==> src/rtl/rr_hold_arbiter.sv <==
// N-way round-robin bus arbiter with a high-priority request class and bounded hold locking.
// The granted requester may keep the bus with hold for at most MAX_HOLD consecutive cycles.
module rr_hold_arbiter #(
  parameter int N_REQ    = 4,
  parameter int MAX_HOLD = 16,
  localparam int ID_W    = (N_REQ > 1) ? $clog2(N_REQ) : 1
) (
  input  logic              plusclk,
  input  logic              rst,
  input  logic [N_REQ-1:0]  req,
  input  logic [N_REQ-1:0]  req_type,
  input  logic [N_REQ-1:0]  hold,
  output logic [N_REQ-1:0]  grant,
  output logic [ID_W-1:0]   grant_id,
  output logic              grant_valid,
  output logic              grant_hp,
  output logic              hold_timeout
);

  localparam int HCNT_W = $clog2(MAX_HOLD + 1);

  typedef enum logic [1:0] {
    IDLE,
    GRANT,
    LOCK
  } state_t;

  state_t              state_q, state_d;
  logic [ID_W-1:0]     ptr_q, ptr_d;
  logic [HCNT_W-1:0]   hcnt_q, hcnt_d;
  logic [ID_W-1:0]     gid_q, gid_d;
  logic                hp_q, hp_d;
  logic                to_q, to_d;

  logic [N_REQ-1:0]    hp_reqs;
  logic                hp_pending;
  logic [N_REQ-1:0]    cand;
  logic                win_found;
  logic [ID_W-1:0]     win_id;
  logic                locked_req;
  logic                cont;
  logic                timeout;

  // Rotating priority scan starting at ptr; the previous winner sits last.
  always_comb begin
    hp_reqs    = req & req_type;
    hp_pending = |hp_reqs;
    cand       = hp_pending ? hp_reqs : req;
    win_found  = 1'b0;
    win_id     = '0;
    for (int k = 0; k < N_REQ; k++) begin
      if (!win_found && cand[(int'(ptr_q) + k) % N_REQ]) begin
        win_found = 1'b1;
        win_id    = ID_W'((int'(ptr_q) + k) % N_REQ);
      end
    end
  end

  always_comb begin
    locked_req = (state_q != IDLE) && req[gid_q] && hold[gid_q];
    cont       = locked_req && (hcnt_q < HCNT_W'(MAX_HOLD));
    timeout    = locked_req && (hcnt_q == HCNT_W'(MAX_HOLD));
  end

  always_ff @(posedge plusclk) begin
    if (rst) begin
      state_q <= IDLE;
      ptr_q   <= '0;
      hcnt_q  <= '0;
      gid_q   <= '0;
      hp_q    <= 1'b0;
      to_q    <= 1'b0;
    end else begin
      state_q <= state_d;
      ptr_q   <= ptr_d;
      hcnt_q  <= hcnt_d;
      gid_q   <= gid_d;
      hp_q    <= hp_d;
      to_q    <= to_d;
    end
  end

  // A continuing holder is never preempted; otherwise a fresh winner is picked in the same cycle.
  always_comb begin
    state_d = state_q;
    ptr_d   = ptr_q;
    hcnt_d  = hcnt_q;
    gid_d   = gid_q;
    hp_d    = hp_q;
    to_d    = 1'b0;
    if (cont) begin
      state_d = LOCK;
      hcnt_d  = hcnt_q + HCNT_W'(1);
    end else if (win_found) begin
      state_d = GRANT;
      gid_d   = win_id;
      ptr_d   = (win_id == ID_W'(N_REQ - 1)) ? '0 : win_id + ID_W'(1);
      hcnt_d  = HCNT_W'(1);
      hp_d    = hp_pending;
      to_d    = timeout;
    end else begin
      state_d = IDLE;
      gid_d   = '0;
      hcnt_d  = '0;
      hp_d    = 1'b0;
    end
  end

  always_comb begin
    grant = '0;
    if (state_q != IDLE) begin
      grant[gid_q] = 1'b1;
    end
    grant_id     = gid_q;
    grant_valid  = (state_q != IDLE);
    grant_hp     = hp_q;
    hold_timeout = to_q;
  end

endmodule
==> config.mk <==
export PLATFORM = sky130hd
export DESIGN_NAME = rr_hold_arbiter
export DESIGN_NICKNAME = d
export VERILOG_FILES = /design/src/rtl/rr_hold_arbiter.sv
export SDC_FILE = /design/constraint.sdc
export NUM_CORES = 1
export LEC_CHECK = 0
export ABC_AREA = 1
export ABC_CLOCK_PERIOD_IN_PS = 3500
export CAP_MARGIN = 15
export CORE_MARGIN = 2
export CORE_UTILIZATION = 53
export CTS_BUF_LIST = sky130_fd_sc_hd__clkbuf_16
export DETAILED_ROUTE_END_ITERATION = 16
export GPL_TIMING_DRIVEN = 0
export PLACE_DENSITY = 0.84
export SYNTH_ARGS = -nofsm -noshare
export SYNTH_HDL_FRONTEND = slang
export SYNTH_SLANG_ARGS = --single-unit
==> constraint.sdc <==
create_clock -name plusclk -period 3.5 [get_ports plusclk]
set_input_delay 0.35 -clock plusclk [delete_from_list [all_inputs] [get_ports plusclk]]
set_output_delay 0.35 -clock plusclk [all_outputs]
set_load 0.02 [all_outputs]
* After elaboration in Yosys (flattened, before gate mapping)
Cells that the tools add are included.
** Cells by class
- Add/subtract/negate cells :: 5
- Order comparisons :: 7
- Eq/ne operators :: 2
- Muxes and demuxes :: 34
- Bitwise operators :: 6
- Reduce and logical (&&, ||, !) cells :: 19
** Operators with widths (count)
- $mux W1 :: 17
- $mux W2 :: 7
- $bmux W1 S2 :: 6
- $lt A3 B4 Y1 const B :: 3
- $logic_and A1 B1 Y1 :: 8
- $mux W4 :: 2
- $reduce_or A2 Y1 :: 4
- $lt A2 B3 Y1 const B :: 2
- $add A5 B1 Y5 const B :: 1
- $eq A5 B5 Y1 const B :: 1
- $lt A5 B5 Y1 const B :: 1
- $mux W5 :: 1
- $add A2 B1 Y2 const B :: 2
- $add A2 B2 Y2 const B :: 2
- $and A4 B4 Y4 :: 1
- $reduce_or A4 Y1 :: 1
- $and A1 B1 Y1 const A :: 3
- $logic_not A1 Y1 :: 3
- $reduce_or A3 Y1 :: 1
- $demux W1 S2 :: 1
- $eq A2 B2 Y1 const B :: 1
- $ge A2 B1 Y1 const B :: 1
- $not A1 Y1 :: 2
- $reduce_and A2 Y1 :: 1
- $reduce_bool A2 Y1 :: 1
** Word-level totals
- Register bits :: 13
- Output and inout port bits :: 9
- Logic and storage cells :: 80

* Longest topological paths before layout
- Word-level depth :: 17
- Depth in mapped cells :: 16
- Gate-level depth less buffers :: 16

* Worst setup path before layout
No wires, ideal clock.
- Path type :: register to output
- Start :: register gid_q[1] (netlist: grant_id[1])
- End :: output port grant[2]
- Data arrival time :: 1209 ps
- Required time :: 3150 ps
- Slack :: 1941 ps
- Stages on the path, launching flop included :: 4
- Buffers on the path :: 1
- Path through :: dfxtp_1 -> buf_2 -> inv_1 -> nor3_1
** Between the ends
- Cells in the longest elaborated chain, start to end :: 5
- Elaborated cells between the ends (all ways) :: 6
- Those cells by class :: 2 x order compare; 3 x mux; 1 x reduce/logical
** RTL lines
- start, declared :: RTL line 31 : logic [ID_W-1:0] gid_q, gid_d;
- start signal, assigned :: RTL line 77 : gid_q <= gid_d;
- $lt A2 B3 Y1 (implied by the code) or $ge A2 B1 Y1 (tied branches) :: RTL line 112 : grant[gid_q] = 1'b1;
- $logic_and A1 B1 Y1 (implied by the code) :: RTL line 112
- $mux W1 (implied by the code) :: RTL line 112
- $demux W1 S2 * :: RTL line 112
- $mux W4 * :: RTL line 111 : if (state_q != IDLE) begin
- end, declared :: RTL line 13 : output logic [N_REQ-1:0] grant,
Mark *: on every way between the ends. The rest lies on a longest branch, timed or not.

* Worst setup path after layout
- Start :: input port req[3]
- End :: register ptr_q[1]
** Between the ends
- Cells in the longest elaborated chain, start to end :: 17
- Elaborated cells between the ends (all ways) :: 38
- Those cells by class :: 1 x add/sub; 1 x eq/ne; 23 x mux; 2 x bitwise; 11 x reduce/logical
** RTL lines
- start, declared :: RTL line 10 : input logic [N_REQ-1:0] req,
- $and A4 B4 Y4 :: RTL line 46 : hp_reqs = req & req_type;
- $reduce_or A4 Y1 :: RTL line 47 : hp_pending = |hp_reqs;
- $mux W4 :: RTL line 48 : cand = hp_pending ? hp_reqs : req;
- $bmux W1 S2 :: RTL line 52 : if (!win_found && cand[(int'(ptr_q) + k) % N_REQ]) begin
- $mux W1 (implied by the code) :: RTL line 52
- $mux W1 :: RTL line 52
- $logic_not A1 Y1 :: RTL line 52
- $logic_and A1 B1 Y1 :: RTL line 52
- $mux W1 :: RTL line 52
- $logic_not A1 Y1 :: RTL line 52
- $logic_and A1 B1 Y1 :: RTL line 52
- $mux W1 :: RTL line 52
- $logic_not A1 Y1 :: RTL line 52
- $logic_and A1 B1 Y1 :: RTL line 52
- $mux W2 :: RTL line 52
- $add A2 B1 Y2 or $eq A2 B2 Y1 (tied branches) :: RTL line 97 : ptr_d = (win_id == ID_W'(N_REQ - 1)) ? '0 : win_id + ID_W'(1);
- $mux W2 :: RTL line 97
- end signal, assigned :: RTL line 75 : ptr_q <= ptr_d;
- end, declared :: RTL line 29 : logic [ID_W-1:0] ptr_q, ptr_d;
Parallel ways exist; a longest one is shown, timed or not. The select of a mux whose other input is x is not followed.
A chain may end at the register's enable or synchronous reset.

==> Flow_metrics.wiki <==
{| class="wikitable"
! Metric !! Value
|-
| Run status || finished clean
|-
| Final #Nets || 194
|-
| Number of CTS-inserted buffers || 3
|-
| Met2 track demand over resource in global routing || 45.1%
|-
| Area inside the core boundary || 0.00176 mm^2
|-
| Tightest slew margin relative to the limit || 79.6%
|-
| Yosys cell types || 27
|-
| Yosys warnings || 0
|-
| Count of final setup violators || 0
|-
| Peak supply drop || 0.000625 V
|-
| HPWL after detailed placement || 1930 um
|-
| Post-Synthesis Cells || 151
|-
| DRC || 0
|-
| Vias per cell || 5.30
|-
| Type of origin of the critical path || input port
|-
| Cell at the root of the clock tree || sky130_fd_sc_hd__clkbuf_16
|-
| Setup fix buffers added after clock tree synthesis || 0
|-
| Via count || 1070
|-
| Clock sink total || 13
|-
| Clock edge transition at the registers on the reported setup and hold paths || 40 ps
|-
| Number of synthesized flops with an enable pin || 0
|-
| Vertical die dimension || 47.8 um
|-
| Fraction of the yosys area taken by sequential cells || 25.6%
|-
| # IOs || 23
|-
| Pin count of the biggest net entering global routing || 10
|-
| Via count of the first global-routing pass || 986
|-
| Area growth from synthesis to layout || 32.5%
|-
| Count of input and output buffers || 22
|-
| Global Route met3 Usage || 3.02%
|-
| DRT antenna net count || 0
|-
| Setup TNS Final || 0 ps
|-
| Most numerous cell types in the synthesized netlist || 28 x sky130_fd_sc_hd__nand2_1, 23 x sky130_fd_sc_hd__nand3_1, 19 x sky130_fd_sc_hd__inv_1
|-
| Setup repair after global routing missed its margin || no
|-
| TritonCTS clock tree || yes
|-
| Average detailed-routed wire length per instance || 12.3 um
|-
| Yosys top cell area share || 25.6%
|-
| Tightest Pin Transition || 305 ps
|-
| Weighted congestion reported at the end of routability-driven placement || 0.920
|-
| Global-route wire length before repair || 3980 um
|-
| Final-report hold violation count || 0
|-
| All-layer global routing usage || 24.6%
|-
| Starting Density || 57.7%
|-
| Synth Net Count || 167
|-
| CTS HTree Levels || 1
|-
| Row count || 15
|-
| Dominant register cell in the synthesized netlist || sky130_fd_sc_hd__dfxtp_1
|-
| Final period demand of the worst path || 2060 ps
|-
| Remaining Overflow, GRT || 0
|-
| Achievable frequency || 487 MHz
|-
| First-pass iteration count of the detailed router || 4
|-
| Worst slack at placement || 1220 ps
|-
| Ys async rst share || 0%
|-
| Slack of the critical path || 1440 ps
|-
| Nature of the critical path endpoint || flop
|-
| Post-synthesis instance area || 0.00102 mm^2
|-
| Min-delay worst type || reg2reg
|-
| Met1 global-route usage || 28.3%
|-
| Final Max Slew Viols || 0
|-
| Diodes inserted || 0
|-
| Most area-hungry cell type in the Yosys netlist || sky130_fd_sc_hd__dfxtp_1
|-
| Max cap viols || 0
|-
| Power Density || 809 mW/mm^2
|-
| Static leakage || 0.630 nW
|-
| Busiest grt layer || met2
|-
| Cell with the most instances after synthesis || sky130_fd_sc_hd__nand2_1
|-
| Smallest hold slack || 457 ps
|-
| Share of layout cells above drive strength 1 || 20.3%
|-
| Most area-consuming cells after synthesis || sky130_fd_sc_hd__dfxtp_1 26%, sky130_fd_sc_hd__nand3_1 11%, sky130_fd_sc_hd__nand2_1 10%
|-
| Antenna violations before repair || 0
|-
| Clock buffer depth || 2
|-
| Number of storage elements in the synthesis netlist || 13
|-
| Crit path arrival time || 2190 ps
|-
| Die width || 47.8 um
|-
| Final Cycle Share || 58.7%
|-
| Avg Inst Size Synth || 6.74 um^2
|-
| Total of cells resized after clock tree synthesis || 0
|-
| Maximum fanout encountered on the critical timing path || 7
|-
| Required time of the worst setup path || 3630 ps
|-
| Classification of the worst setup path || in2reg
|-
| Clock network latency to the later pin of the worst-skew pair || 240 ps
|-
| Die footprint || 0.00229 mm^2
|-
| Hold-fix buffers, CTS || 0
|-
| First-iteration detailed-routing DRC count || 22
|-
| Wirelength, routed || 2480 um
|-
| Fin Clk Skew || 3.37 ps
|}
## worst paths after layout
check                                to  slack [ps]  cells after the start                  start
setup / recovery  ptr_q[1]$_SDFFE_PP0P_        1440                     15                 req[3]
hold / removal    grant_hp$_SDFFE_PP0N_         460                      2  grant_hp$_SDFFE_PP0N_
setup reg to reg  ptr_q[0]$_SDFFE_PP0P_        1780                     12  ptr_q[0]$_SDFFE_PP0P_
hold reg to reg   grant_hp$_SDFFE_PP0N_         460                      2  grant_hp$_SDFFE_PP0N_
## cell usage in the layout (no fill, tap or decap), types with 2 or more instances in the layout
| master | instances |
|---|---|
| sky130_fd_sc_hd__nand2_1 | 28 |
| sky130_fd_sc_hd__nand3_1 | 23 |
| sky130_fd_sc_hd__clkdlybuf4s50_1 | 22 |
| sky130_fd_sc_hd__inv_1 | 20 |
| sky130_fd_sc_hd__nand2_2 | 14 |
| sky130_fd_sc_hd__nor2_1 | 13 |
| sky130_fd_sc_hd__dfxtp_1 | 13 |
| sky130_fd_sc_hd__nand3_2 | 7 |
| sky130_fd_sc_hd__nor3_1 | 6 |
| sky130_fd_sc_hd__nand4_1 | 3 |
| sky130_fd_sc_hd__clkbuf_16 | 3 |
| sky130_fd_sc_hd__a21oi_1 | 2 |
| sky130_fd_sc_hd__nand2_4 | 2 |
| sky130_fd_sc_hd__buf_4 | 2 |
| sky130_fd_sc_hd__o21bai_1 | 2 |
| sky130_fd_sc_hd__o22ai_1 | 2 |
| sky130_fd_sc_hd__o21ai_1 | 2 |
| sky130_fd_sc_hd__ha_1 | 2 |
## routing by layer
layer  vias up  share of wire, %
met3         7               2.5
met2        16                53
met5         -                 0
met1       499                43
li1        548                 -
met4         0               1.8
## registers in the layout (all words and copies together), names as in the netlist
name and cells:
grant_id 2, grant_hp 1, hcnt_q 5, state_q 2, hold_timeout 1, ptr_q 2
## power breakdown
part	leakage, nW	total (mW)	switching [mW]	internal, mW
Sequential	0.107	0.207	0.0226	0.185
Combinational	0.481	0.674	0.421	0.253
Clock	0.0423	0.209	0.0587	0.150
Total	0.630	1.09	0.502	0.588
## cell type report
cell class	count	area (um^2)
multi-input combinational	115	662
timing repair buffer	22	220
clock inverter	1	3.75
clock buffer	3	75.1
inverter	20	75.1
sequential	13	260
buffer	3	20.0
tap	25	31.3
fill	140	417
## worst max-delay path: stages
cell and delay, ps:
sky130_fd_sc_hd__clkdlybuf4s50_1 470, sky130_fd_sc_hd__nand2_2 160, sky130_fd_sc_hd__nand2_4 90, sky130_fd_sc_hd__nor2_8 140
sky130_fd_sc_hd__nand2_1 120, sky130_fd_sc_hd__nand3_2 110, sky130_fd_sc_hd__nand2_2 70, sky130_fd_sc_hd__nand2_1 80
sky130_fd_sc_hd__nand2_2 70, sky130_fd_sc_hd__nand3_1 80, sky130_fd_sc_hd__nand2_1 70, sky130_fd_sc_hd__a21oi_2 190
sky130_fd_sc_hd__nand2_1 70, sky130_fd_sc_hd__nand2_1 60, sky130_fd_sc_hd__nor2_1 40
## stage by stage
stage / area, um^2 / instances / total power, mW / utilization (%)
after floorplan: 1020 / 151 / 0.711 / -
after CTS: 1350 / 202 / 1.09 / 76.4
after global routing: 1350 / 202 / 1.17 / 76.4
after detailed placement: 1270 / 198 / 0.872 / 71.9
after global placement: 1270 / 198 / 0.847 / 71.9
final: 1350 / 202 / 1.09 / 76.4
## cell families after synthesis
logic type | synth area share [%]
XOR/XNOR | 2.46
adder cells (fa/ha/maj) | 2.46
buffers and inverters | 9.35
flip-flops | 25.6
AO/OA/AOI/OAI | 8.61
AND/OR/NAND/NOR | 51.5
(Power assumes the default switching activity.)
